$ cat config.mk
export PLATFORM = sky130hd
export DESIGN_NAME = fsk_bit_scheduler_flat
export DESIGN_NICKNAME = d
export VERILOG_FILES = /design/src/rtl/fsk_bit_scheduler_if.sv /design/src/rtl/fsk_bit_scheduler.sv /design/src/flat_wrapper.sv
export SDC_FILE = /design/constraint.sdc
export NUM_CORES = 1
export LEC_CHECK = 0
export BUFFER_PORTS_ARGS = -buffer_cell sky130_fd_sc_hd__buf_2
export CORE_ASPECT_RATIO = 1.5
export CORE_MARGIN = 3
export CORE_UTILIZATION = 60
export CTS_CLUSTER_SIZE = 25
export DETAILED_ROUTE_END_ITERATION = 8
export GPL_ROUTABILITY_DRIVEN = 0
export MAX_ROUTING_LAYER = met4
export PLACE_DENSITY = 0.82
export SLEW_MARGIN = 15
export SYNTH_ARGS = -nofsm -noshare
export SYNTH_HDL_FRONTEND = slang
export SYNTH_SLANG_ARGS = --single-unit
export TNS_END_PERCENT = 5
$ cat constraint.sdc
create_clock -name clk -period 9.9 [get_ports clk]
set_clock_uncertainty 0.1 [all_clocks]
set_input_delay 0.495 -clock clk [delete_from_list [all_inputs] [get_ports clk]]
set_output_delay 0.495 -clock clk [all_outputs]
set_load 0.1 [all_outputs]
$ cat src/rtl/fsk_bit_scheduler_if.sv
// ============================================================================
// Module   : fsk_bit_scheduler_if
// Purpose  : 32-bit AXI4-Stream word channel feeding the FSK bit scheduler.
// Revision : 1.0 - initial release
// ============================================================================
`default_nettype none

interface fsk_bit_scheduler_if;
    logic [31:0] tdata;
    logic [3:0]  tkeep;
    logic        tlast;
    logic        tvalid;
    logic        tready;

    modport master (output tdata, output tkeep, output tlast, output tvalid, input tready);
    modport slave  (input tdata, input tkeep, input tlast, input tvalid, output tready);
endinterface

`default_nettype wire

$ cat src/rtl/fsk_bit_scheduler.sv
// ============================================================================
// Module   : fsk_bit_scheduler
// Purpose  : Serialises 32-bit stream words MSB-first into 2-FSK tuning words.
// Revision : 1.0 - initial release
// ============================================================================
`default_nettype none

module fsk_bit_scheduler #(
    parameter int          SAMPLES_PER_BIT = 64,
    parameter logic [31:0] FTW0            = 32'h0147AE14,
    parameter logic [31:0] FTW1            = 32'h028F5C29
) (
    input  wire logic             clk,
    input  wire logic             reset,
    fsk_bit_scheduler_if.slave    s_axis,
    input  wire logic             sample_en,
    output logic [31:0]           ftw,
    output logic                  ftw_valid,
    output logic                  bit_out,
    output logic                  tx_pkt_done,
    output logic                  tx_last,
    output logic [15:0]           word_cnt,
    output logic                  state
);

    typedef enum logic {
        IDLE = 1'b0,
        SEND = 1'b1
    } state_t;

    localparam logic [15:0] LAST_SAMPLE = 16'(SAMPLES_PER_BIT - 1);

    state_t      state_q,      state_d;
    logic [31:0] shreg_q,      shreg_d;
    logic        cur_last_q,   cur_last_d;
    logic [31:0] hold_q,       hold_d;
    logic        hold_last_q,  hold_last_d;
    logic        hold_valid_q, hold_valid_d;
    logic [4:0]  bit_idx_q,    bit_idx_d;
    logic [15:0] sample_cnt_q, sample_cnt_d;
    logic [31:0] ftw_q,        ftw_d;
    logic        ftw_valid_q,  ftw_valid_d;
    logic        bit_out_q,    bit_out_d;
    logic        done_q,       done_d;
    logic        last_q,       last_d;
    logic [15:0] word_cnt_q,   word_cnt_d;

    logic w_accept;
    logic w_good;
    logic w_sym_end;
    logic w_word_end;

    assign s_axis.tready = !reset && ((state_q == IDLE) || !hold_valid_q);

    assign w_accept   = s_axis.tvalid && s_axis.tready;
    assign w_good     = w_accept && (s_axis.tkeep == 4'hF);
    assign w_sym_end  = sample_en && (sample_cnt_q == LAST_SAMPLE);
    assign w_word_end = w_sym_end && (bit_idx_q == 5'd0);

    always_comb begin
        state_d      = state_q;
        shreg_d      = shreg_q;
        cur_last_d   = cur_last_q;
        hold_d       = hold_q;
        hold_last_d  = hold_last_q;
        hold_valid_d = hold_valid_q;
        bit_idx_d    = bit_idx_q;
        sample_cnt_d = sample_cnt_q;
        word_cnt_d   = word_cnt_q;
        done_d       = 1'b0;
        last_d       = 1'b0;

        case (state_q)
            IDLE: begin
                if (w_good) begin
                    shreg_d      = s_axis.tdata;
                    cur_last_d   = s_axis.tlast;
                    bit_idx_d    = 5'd31;
                    sample_cnt_d = 16'd0;
                    state_d      = SEND;
                end
            end
            SEND: begin
                // A word arriving on the final strobe bypasses hold (handled below)
                if (w_good && !hold_valid_q && !w_word_end) begin
                    hold_d       = s_axis.tdata;
                    hold_last_d  = s_axis.tlast;
                    hold_valid_d = 1'b1;
                end
                if (sample_en) begin
                    if (!w_sym_end) begin
                        sample_cnt_d = sample_cnt_q + 16'd1;
                    end else begin
                        sample_cnt_d = 16'd0;
                        if (bit_idx_q != 5'd0) begin
                            shreg_d   = {shreg_q[30:0], 1'b0};
                            bit_idx_d = bit_idx_q - 5'd1;
                        end else begin
                            done_d     = 1'b1;
                            last_d     = cur_last_q;
                            word_cnt_d = word_cnt_q + 16'd1;
                            if (hold_valid_q) begin
                                shreg_d      = hold_q;
                                cur_last_d   = hold_last_q;
                                hold_valid_d = 1'b0;
                                bit_idx_d    = 5'd31;
                            end else if (w_good) begin
                                shreg_d    = s_axis.tdata;
                                cur_last_d = s_axis.tlast;
                                bit_idx_d  = 5'd31;
                            end else begin
                                state_d = IDLE;
                            end
                        end
                    end
                end
            end
            default: state_d = IDLE;
        endcase

        // Tuning word and bit hold their last value while idle
        ftw_valid_d = (state_d == SEND);
        ftw_d       = ftw_q;
        bit_out_d   = bit_out_q;
        if (state_d == SEND) begin
            bit_out_d = shreg_d[31];
            ftw_d     = shreg_d[31] ? FTW1 : FTW0;
        end
    end

    always_ff @(posedge clk or posedge reset) begin
        if (reset) begin
            state_q      <= IDLE;
            shreg_q      <= 32'd0;
            cur_last_q   <= 1'b0;
            hold_q       <= 32'd0;
            hold_last_q  <= 1'b0;
            hold_valid_q <= 1'b0;
            bit_idx_q    <= 5'd0;
            sample_cnt_q <= 16'd0;
            ftw_q        <= 32'd0;
            ftw_valid_q  <= 1'b0;
            bit_out_q    <= 1'b0;
            done_q       <= 1'b0;
            last_q       <= 1'b0;
            word_cnt_q   <= 16'd0;
        end else begin
            state_q      <= state_d;
            shreg_q      <= shreg_d;
            cur_last_q   <= cur_last_d;
            hold_q       <= hold_d;
            hold_last_q  <= hold_last_d;
            hold_valid_q <= hold_valid_d;
            bit_idx_q    <= bit_idx_d;
            sample_cnt_q <= sample_cnt_d;
            ftw_q        <= ftw_d;
            ftw_valid_q  <= ftw_valid_d;
            bit_out_q    <= bit_out_d;
            done_q       <= done_d;
            last_q       <= last_d;
            word_cnt_q   <= word_cnt_d;
        end
    end

    assign ftw         = ftw_q;
    assign ftw_valid   = ftw_valid_q;
    assign bit_out     = bit_out_q;
    assign tx_pkt_done = done_q;
    assign tx_last     = last_q;
    assign word_cnt    = word_cnt_q;
    assign state       = state_q;

endmodule

`default_nettype wire

$ cat src/flat_wrapper.sv
// flat-port wrapper written by rule: the top's interface ports become plain ports
module fsk_bit_scheduler_flat 
#(
    parameter int          SAMPLES_PER_BIT = 64,
    parameter logic [31:0] FTW0            = 32'h0147AE14,
    parameter logic [31:0] FTW1            = 32'h028F5C29
)
  (clk, reset, sample_en, ftw, ftw_valid, bit_out, tx_pkt_done, tx_last, word_cnt, state, s_axis_tdata, s_axis_tkeep, s_axis_tlast, s_axis_tvalid, s_axis_tready);
  fsk_bit_scheduler_if s_axis_i ();
  input  wire logic clk;
  input  wire logic reset;
  input  wire logic sample_en;
  output logic [31:0] ftw;
  output logic ftw_valid;
  output logic bit_out;
  output logic tx_pkt_done;
  output logic tx_last;
  output logic [15:0] word_cnt;
  output logic state;
  input wire logic [$bits(s_axis_i.tdata)-1:0] s_axis_tdata;
  input wire logic [$bits(s_axis_i.tkeep)-1:0] s_axis_tkeep;
  input wire logic [$bits(s_axis_i.tlast)-1:0] s_axis_tlast;
  input wire logic [$bits(s_axis_i.tvalid)-1:0] s_axis_tvalid;
  output wire logic [$bits(s_axis_i.tready)-1:0] s_axis_tready;
  assign s_axis_i.tdata = s_axis_tdata;
  assign s_axis_i.tkeep = s_axis_tkeep;
  assign s_axis_i.tlast = s_axis_tlast;
  assign s_axis_i.tvalid = s_axis_tvalid;
  assign s_axis_tready = s_axis_i.tready;
  fsk_bit_scheduler #(.SAMPLES_PER_BIT(SAMPLES_PER_BIT), .FTW0(FTW0), .FTW1(FTW1)) u_core (.clk(clk), .reset(reset), .s_axis(s_axis_i), .sample_en(sample_en), .ftw(ftw), .ftw_valid(ftw_valid), .bit_out(bit_out), .tx_pkt_done(tx_pkt_done), .tx_last(tx_last), .word_cnt(word_cnt), .state(state));
endmodule
After elaboration in Yosys (flattened, before gate mapping)
Index checks and enable logic that the tools add are counted.
{ "word_totals": {"regBits": 140, "latch_bits": 0, "mem_bits_rw": 0, "romBits": 0, "inputBits": 41, "n_memories": 0} }
{ "classes": {"addsub": 3, "multipliers": 0, "n_div": 0, "order_cmp": 0, "n_eq_ne": 6, "shift": 0, "n_mux": 42, "bitwise": 2, "n_reduce_logical": 18} }
{ "ops": {"columns": ["op", "n"], "rows": [
  ["$mux 32", 5],
  ["$pmux 32 s2", 1],
  ["$mux 16", 3],
  ["$add 16x1->16 const B", 2],
  ["$pmux 16 s2", 1],
  ["$mux 26", 1],
  ["$mux 5", 5],
  ["$mux 1", 23],
  ["$eq 16x6->1 const B", 1],
  ["$pmux 5 s2", 1],
  ["$logic_and 1x1->1", 7],
  ["$ne 2x2->1 const B", 3],
  ["$reduce_and 2->1", 3],
  ["$logic_not 5->1", 1],
  ["$reduce_bool 5->1", 1],
  ["$sub 5x1->5 const B", 1],
  ["$eq 4x4->1 const B", 1],
  ["$pmux 1 s2", 2],
  ["$reduce_and 4->1", 1],
  ["$logic_not 1->1", 3],
  ["$reduce_and 3->1", 1],
  ["$ne 2x1->1 const B", 1],
  ["$not 1->1", 2],
  ["$logic_or 1x1->1", 1]
]} }

Logic depth before layout (Yosys ltp)
Gate-level depths: netlist of the first run.
{ "logic_depth": {"ltp_word": 12, "mapped_depth": 9} }

Least setup slack after synthesis of the first run
OpenSTA, ideal clock, no wires.
{ "synth_timing": {"path_type": "register to output", "start": "register u_core.state_q (netlist: u_core.state)", "end": "output s_axis_tready", "arrival_time_ps": 2885, "t_required_ps": 9305, "path_slack_ps": 6420, "path_stages_with_launch": 5, "n_path_buf": 3, "cell_sequence": "dfrtp_1 > clkbuf_1 > clkbuf_1 > clkbuf_1 > a21oi_1"} }
{ "synth_via": {"elab_chain_len": 3} }
{ "synth_lines": {"columns": ["item", "line_no", "source"], "rows": [
  ["start: declaration", "fsk_bit_scheduler.sv:33", "state_t state_q, state_d;"],
  ["start signal: assignment", "fsk_bit_scheduler.sv:148", "state_q <= state_d;"],
  ["$not 1->1", "fsk_bit_scheduler.sv:53", "assign s_axis.tready = !reset && ((state_q == IDLE) || !hold_valid_q);"],
  ["$logic_or 1x1->1", "fsk_bit_scheduler.sv:53", null],
  ["$logic_and 1x1->1", "fsk_bit_scheduler.sv:53", null],
  ["end: declaration", "flat_wrapper.sv:24", "output wire logic [$bits(s_axis_i.tready)-1:0] s_axis_tready;"]
]} }
Every way passes these cells.

Worst setup path after layout of the first run
{ "layout_timing": {"start": "register u_core.sample_cnt_q[6]", "end": "register u_core.shreg_q[30]"} }
{ "layout_via": {"elab_chain_len": 4} }
{ "layout_lines": {"columns": ["item", "line_no", "source"], "rows": [
  ["start: declaration", "fsk_bit_scheduler.sv:40", "logic [15:0] sample_cnt_q, sample_cnt_d;"],
  ["start signal: assignment", "fsk_bit_scheduler.sv:155", "sample_cnt_q <= sample_cnt_d;"],
  ["$eq 16x6->1", "fsk_bit_scheduler.sv:57", "assign w_sym_end = sample_en && (sample_cnt_q == LAST_SAMPLE);"],
  ["$logic_and 1x1->1", "fsk_bit_scheduler.sv:57", null],
  ["$ne 2x2->1 (no line)", null, null],
  ["$reduce_and 2->1 (no line)", null, null],
  ["end signal: assignment", "fsk_bit_scheduler.sv:149", "shreg_q <= shreg_d;"],
  ["end: declaration", "fsk_bit_scheduler.sv:34", "logic [31:0] shreg_q, shreg_d;"]
]} }
Every way passes these cells.
A chain may end at the register's enable or synchronous reset.

==> results.py, run 1 <==
metrics = {
    "synth": {
        "synth_cell_types": 56,
        "synth-seq-cells": 110,
        "yosysWarnings": 0,
        "synth_top_cells_by_count": "dfrtp_1, a21oi_1, nand3_1",
        "synth_edf_count": 0,
        "netlist.top_cell.by_area": "dfrtp_1",
        "netlist_area_sq_um": 6360,
        "yosysTopAreaCellShare": 0.433,
        "synth_area_leaders": "dfrtp_1, a21oi_1, mux2_2",
        "ys_seq_area_frac": 0.433,
        "synth_flop_cell": "dfrtp_1",
        "async_flop_share": 1.00,
        "syn_area_per_cell_sq_um": 9.04,
        "synthCells": 704,
        "yosys.cell_count.top_type": "dfrtp_1",
    },
    "hold_path": {
        "hp-class": "in -> async",
    },
    "clocking": {
        "cts_resized": 0,
        "cts_tree": "done",
        "insertion_delay_ns": 0.34,
        "root_buffer": "clkbuf_16",
        "clockBufferDepth": 2,
        "hold_buffers": 0,
        "numCtsBuffers": 9,
        "htree_levels": 3,
        "clk_pin_slew_worst_paths_ns": 0.07,
        "post_cts_buffers": 0,
        "cts.sinks": 110,
    },
    "pwr": {
        "power.share.clock": 0.243,
        "vdd_drop_max_mv": 0.249,
        "pwr-share-seq": 0.379,
        "power.internal_mw": 0.876,
        "swShare": 0.446,
        "p_total_mw": 1.58,
        "switching_power_mw": 0.705,
        "powerDensity_nw_per_um2": 228,
        "leakage_nw": 2.97,
        "p_comb_frac": 0.378,
    },
    "setup_path": {
        "cp-end-kind": "register",
        "critPathKind": "reg -> reg",
        "required_ns": 10.03,
        "cp.arrival_ns": 3.23,
        "worstPathMaxFanout": 36,
        "critPathLaunchType": "register",
    },
    "routing": {
        "ant_nets": 0,
        "drt-pass1-iter-count": 5,
        "vias": 5629,
        "drtIter0Drc": 601,
        "post_drt_via_cell_ratio": 6.38,
        "drc": 0,
        "avgRoutedWirePerCell_microns": 17.5,
        "routed_wl_microns": 15500,
    },
    "die": {
        "die_w_microns": 90.1,
        "die_area_sq_um": 11900,
        "start_util": 0.621,
        "rows": 45,
        "die_h_microns": 132,
        "core_area_sq_um": 10200,
        "num_io_pins": 95,
    },
    "global_route": {
        "grt_usage": 0.270,
        "grt_pass1_wl_microns": 26100,
        "grt_pass1_vias": 5533,
        "antenna_found_initial": 1,
        "gr-total-overflow": 0,
        "grt_max_degree": 86,
    },
    "timing": {
        "finalCritPeriodShare": 0.313,
        "finalCriticalPeriod_ns": 3.10,
        "finalSetupViolCount": 0,
        "rsz0062_at_grt": "false",
        "max_freq_ghz": 0.323,
        "worst_pin_slew_ns": 1.15,
        "fin_tns_setup_ns": 0,
        "hold_violations": 0,
        "hold_ws_ns": 0.0416,
        "relSlewSlack": 0.230,
        "slew_viol_final": 0,
    },
    "cells_and_area": {
        "drive_gt1_frac": 0.211,
        "utilization": 0.675,
        "syn_to_final_growth_pct": 8.81,
        "fin_nets": 779,
    },
    "outcome": {
        "status": "finished, final reports clean",
    },
    "placed_design": {
        "dp_hpwl_microns": 10100,
        "io_buffers": 82,
    },
    "flow_run": {
        "max_cap_violations": 0,
    },
}
flip-flops by register name (all words and copies together), names as in the netlist, 3 cells and up:
| register | count |
|---|---|
| u_core.ftw | 3 |
| u_core.shreg_q | 32 |
| u_core.hold_q | 32 |
| u_core.sample_cnt_q | 16 |
| u_core.bit_idx_q | 5 |
| u_core.word_cnt | 16 |
cell usage in the layout (no fill, tap or decap), drive strengths merged, types with 13 or more instances in the layout:
master | synthesis | layout
a211oi | 30 | 30
nand3 | 44 | 44
o21ai | 67 | 67
xor2 | 13 | 13
xnor2 | 15 | 15
nor2 | 25 | 25
nand4 | 13 | 13
inv | 37 | 37
mux2 | 33 | 33
nand2 | 29 | 29
dfrtp | 110 | 110
buf | 42 | 93
a21oi | 101 | 101
nor4 | 36 | 36
power by group through the flow:
| stage | combinational, mW | sequential (mW) | clock, mW |
|---|---|---|---|
| 2_1_floorplan | 0.505 | 0.623 | 0 |
| 3_3_place_gp | 0.578 | 0.598 | 0 |
| 3_5_place_dp | 0.593 | 0.604 | 0 |
| 4_1_cts | 0.596 | 0.597 | 0.387 |
| 5_1_grt | 0.639 | 0.612 | 0.406 |
| 6_report | 0.598 | 0.600 | 0.384 |
worst paths after layout:
path / slack, ns / start / depth (start not counted) / end
setup / recovery: 6.80 / u_core.sample_cnt_q[6]$_DFFE_PP0P_ / 6 / u_core.shreg_q[30]$_DFFE_PP0P_
hold / removal: 0.04 / reset / 2 / u_core.hold_q[8]$_DFFE_PP0P_
setup reg to reg: 6.80 / u_core.sample_cnt_q[6]$_DFFE_PP0P_ / 6 / u_core.shreg_q[30]$_DFFE_PP0P_
hold reg to reg: 0.36 / u_core.word_cnt[15]$_DFFE_PP0P_ / 1 / u_core.word_cnt[15]$_DFFE_PP0P_
max in group asynchronous: 8.54 / reset / 3 / u_core.hold_valid_q$_DFFE_PP0P_
min in group clk: 0.29 / s_axis_tdata[15] / 2 / u_core.hold_q[15]$_DFFE_PP0P_
worst max-delay path, stage by stage (launching register included):
cell	delay (ns)
dfrtp_1	0.43
or4_4	0.58
or2_1	0.23
buf_4	0.25
o31ai_2	0.98
nor2_1	0.11
a221o_1	0.31
layout make-up:
cell class | count | area [sq um]
antenna | 1 | 2.50
clock buffer | 10 | 229
clock inverter | 6 | 86.3
fill | 850 | 3330
inverter | 38 | 150
multi-input combinational | 483 | 3030
sequential | 110 | 2750
tap | 141 | 176
timing repair buffer | 93 | 497
logic make-up after synthesis:
group	after synthesis	synth area share
AO/OA/AOI/OAI	217	0.194
AND/OR/NAND/NOR	189	0.168
buffers and inverters	122	0.0999
flip-flops	110	0.433
multiplexers	34	0.0600
XOR/XNOR	28	0.0397
adder cells (fa/ha/maj)	3	0.00590
other	1	0.000590
routing by layer:
layer  wire length, microns  global-route usage  up-vias
met5                      0                   -        -
met3                    999              0.0405       44
met4                    401               0.122        0
li1                       -                   -     2574
met2                   8070               0.449      248
met1                   5990               0.325     2763
through the flow:
stage	instances	setup WS [ns]	area [sq um]
after floorplan	715	6.40	6400
after global placement	865	6.97	6600
after detailed placement	865	6.85	6600
after CTS	881	6.83	6920
after global routing	882	6.68	6920
final	882	6.80	6920
No activity file was read; power rests on OpenSTA's default activity.
==> run 2: changes to the inputs <==
--- a/config.mk
+++ b/config.mk
@@ -5,15 +5,16 @@
 export SDC_FILE = /design/constraint.sdc
 export NUM_CORES = 1
 export LEC_CHECK = 0
+export ABC_AREA = 1
 export BUFFER_PORTS_ARGS = -buffer_cell sky130_fd_sc_hd__buf_2
 export CORE_ASPECT_RATIO = 1.5
 export CORE_MARGIN = 3
-export CORE_UTILIZATION = 60
+export CORE_UTILIZATION = 58
 export CTS_CLUSTER_SIZE = 25
 export DETAILED_ROUTE_END_ITERATION = 8
 export GPL_ROUTABILITY_DRIVEN = 0
 export MAX_ROUTING_LAYER = met4
-export PLACE_DENSITY = 0.82
+export PLACE_DENSITY = 0.8
 export SLEW_MARGIN = 15
 export SYNTH_ARGS = -nofsm -noshare
 export SYNTH_HDL_FRONTEND = slang
==> constraint.sdc (replaced) <==
create_clock -name clk -period 2.85 [get_ports clk]
set_clock_uncertainty 0.1 [all_clocks]
set_input_delay 0.1425 -clock clk [delete_from_list [all_inputs] [get_ports clk]]
set_output_delay 0.1425 -clock clk [all_outputs]
set_load 0.1 [all_outputs]
==> results.py, run 2 <==
metrics = {
    "synth": {
        "syn_area_per_cell_sq_um": 7.66,
        "ys_seq_area_frac": 0.425,
        "async_flop_share": 1.00,
        "synth-seq-cells": 110,
        "netlist.top_cell.by_area": "dfrtp_1",
        "synth_top_cells_by_count": "nand2_1, inv_1, dfrtp_1",
        "yosysWarnings": 0,
        "yosysTopAreaCellShare": 0.425,
        "netlist_area_sq_um": 6470,
        "synthCells": 845,
        "synth_cell_types": 37,
        "synth_area_leaders": "dfrtp_1, nand2_1, inv_1",
        "synth_flop_cell": "dfrtp_1",
        "yosys.cell_count.top_type": "nand2_1",
        "synth_edf_count": 0,
    },
    "outcome": {
        "violations": "negative hold slack",
        "status": "complete, but fails checks",
    },
    "pwr": {
        "pwr-share-seq": 0.388,
        "power.internal_mw": 3.12,
        "powerDensity_nw_per_um2": 725,
        "power.share.clock": 0.240,
        "switching_power_mw": 2.26,
        "swShare": 0.420,
        "p_total_mw": 5.38,
        "p_comb_frac": 0.372,
        "vdd_drop_max_mv": 0.375,
        "leakage_nw": 3.82,
    },
    "clocking": {
        "htree_levels": 3,
        "clk_pin_slew_worst_paths_ns": 0.07,
        "cts_resized": 0,
        "clockBufferDepth": 2,
        "cts.sinks": 110,
        "root_buffer": "clkbuf_16",
        "insertion_delay_ns": 0.36,
        "numCtsBuffers": 9,
        "cts_tree": "done",
    },
    "routing": {
        "avgRoutedWirePerCell_microns": 13.2,
        "drtIter0Drc": 334,
        "routed_wl_microns": 14200,
        "drt-pass1-iter-count": 7,
        "drc": 0,
        "ant_nets": 0,
        "post_drt_via_cell_ratio": 5.24,
        "vias": 5637,
    },
    "setup_path": {
        "required_ns": 2.99,
        "crit_chain": "ha_1, nand3_1, nor2_4, nand3_4, nand2_4, buf_4, nand2_1, o21ai_0, a21oi_1",
        "cp.arrival_ns": 2.43,
        "crit_path_top_delay_cell": "dfrtp_1",
        "critPathLaunchType": "register",
        "worstPathMaxFanout": 32,
        "worst-path-buf-inv": 1,
        "critPathTopFamily": "simple AND/OR/NAND/NOR gates",
        "max_stage_delay_ns": 0.38,
        "critPathKind": "reg -> reg",
        "cp-end-kind": "register",
    },
    "die": {
        "core_area_sq_um": 10800,
        "num_io_pins": 95,
        "die_w_microns": 92.3,
        "die_h_microns": 135,
        "die_area_sq_um": 12500,
        "rows": 46,
        "start_util": 0.601,
    },
    "cells_and_area": {
        "ff_latch_area_sq_um": 2750,
        "drive_gt1_frac": 0.175,
        "utilization": 0.690,
        "largest_registers": "u_core.hold_q x32, u_core.shreg_q x32",
        "final_cell_mix": "nand2_1, inv_1, dfrtp_1",
        "antennaDiodeCount": 0,
        "fillers": 916,
        "fin_nets": 970,
        "syn_to_final_growth_pct": 14.8,
        "multiInputGateArea_sq_um": 2800,
        "final_common_cell": "nand2_1",
    },
    "hold_path": {
        "hp-class": "in -> reg",
    },
    "timing": {
        "worst_pin_slew_ns": 0.780,
        "finalCriticalPeriod_ns": 2.29,
        "hold_violations": 1,
        "max_freq_ghz": 0.437,
        "post-route-worst-setup-slack_ns": 0.564,
        "finalCritPeriodShare": 0.802,
        "finalSetupViolCount": 0,
        "hold_ws_ns": -0.000270,
        "fin_tns_setup_ns": 0,
        "slew_viol_final": 0,
        "rsz0062_at_grt": "false",
        "relSlewSlack": 0.479,
    },
    "global_route": {
        "grt_pass1_vias": 5578,
        "gr-total-overflow": 0,
        "grt_pass1_wl_microns": 24700,
        "grt_usage": 0.250,
        "antenna_found_initial": 0,
        "grt_max_degree": 66,
    },
    "placed_design": {
        "io_buffers": 82,
        "dp_hpwl_microns": 9440,
        "place_ws_ns": 0.563,
    },
    "flow_run": {
        "max_cap_violations": 0,
    },
}
## run 2: through the flow
step	area, sq um	instances
final	7430	1075
after global routing	7430	1075
after CTS	7430	1075
after detailed placement	6800	1026
after global placement	6800	1026
after floorplan	6530	856
## run 2: power by group through the flow
stage	sequential (mW)	clock [mW]	combinational, mW
floorplan	2.16	0	1.67
global placement	2.11	0	1.93
detailed placement	2.11	0	1.97
CTS	2.09	1.31	2.01
global route	2.13	1.36	2.22
finish	2.09	1.29	2.00
## run 2: kinds of logic (layout without fill, tap and decap cells)
logic type                 Yosys count  count (layout)  share of synthesized area
and+or+nand+nor                    274             274                      0.181
AOI/OAI and AO/OA                  228             228                      0.213
buffers and inverters              211             286                      0.150
DFF                                110             110                      0.425
xor gates and xnor gates            18              18                     0.0244
adders and majority gates            3               3                    0.00580
other                                1              12                   0.000579
## run 2: final cells by class
type                       count  area share
multi-input combinational    535       0.377
sequential                   110       0.371
timing repair buffer         130       0.117
inverter                     140      0.0712
clock buffer                  13      0.0350
tap                          144      0.0243
clock inverter                 3     0.00573
## run 2: path summary, 6_finish.rpt
check	cells after the start	from	endpoint	slack, ns
setup reg to reg	9	u_core.sample_cnt_q[0]$_DFFE_PP0P_	u_core.sample_cnt_q[9]$_DFFE_PP0P_	0.56
setup / recovery	9	u_core.sample_cnt_q[0]$_DFFE_PP0P_	u_core.sample_cnt_q[9]$_DFFE_PP0P_	0.56
max in group asynchronous	4	reset	u_core.hold_q[4]$_DFFE_PP0P_	1.49
min in group asynchronous	3	reset	u_core.ftw[18]$_DFFE_PP0P_	0.41
hold reg to reg	2	u_core.hold_q[15]$_DFFE_PP0P_	u_core.hold_q[15]$_DFFE_PP0P_	0.38
hold / removal	3	s_axis_tlast	u_core.hold_last_q$_DFFE_PP0P_	-0.0003
## run 2: routing by layer
layer	track usage	wire length, microns	vias up
li1	-	-	2856
met1	0.291	6130	2622
met2	0.429	7200	135
met3	0.0328	563	24
met4	0.113	318	0
met5	-	0	-
## run 2: worst reg2reg max path, stage by stage (launching register included)
cell and delay [ns]:
dfrtp_1 0.38, ha_1 0.24, nand3_1 0.16, nor2_4 0.19
nand3_4 0.15, nand2_4 0.09, buf_4 0.33, nand2_1 0.31
o21ai_0 0.16, a21oi_1 0.06
## run 2: timing repair
item,in CTS,in global routing
endpoints found under the hold margin,64,0
hold buffers,33,0
buffers inserted,0,0
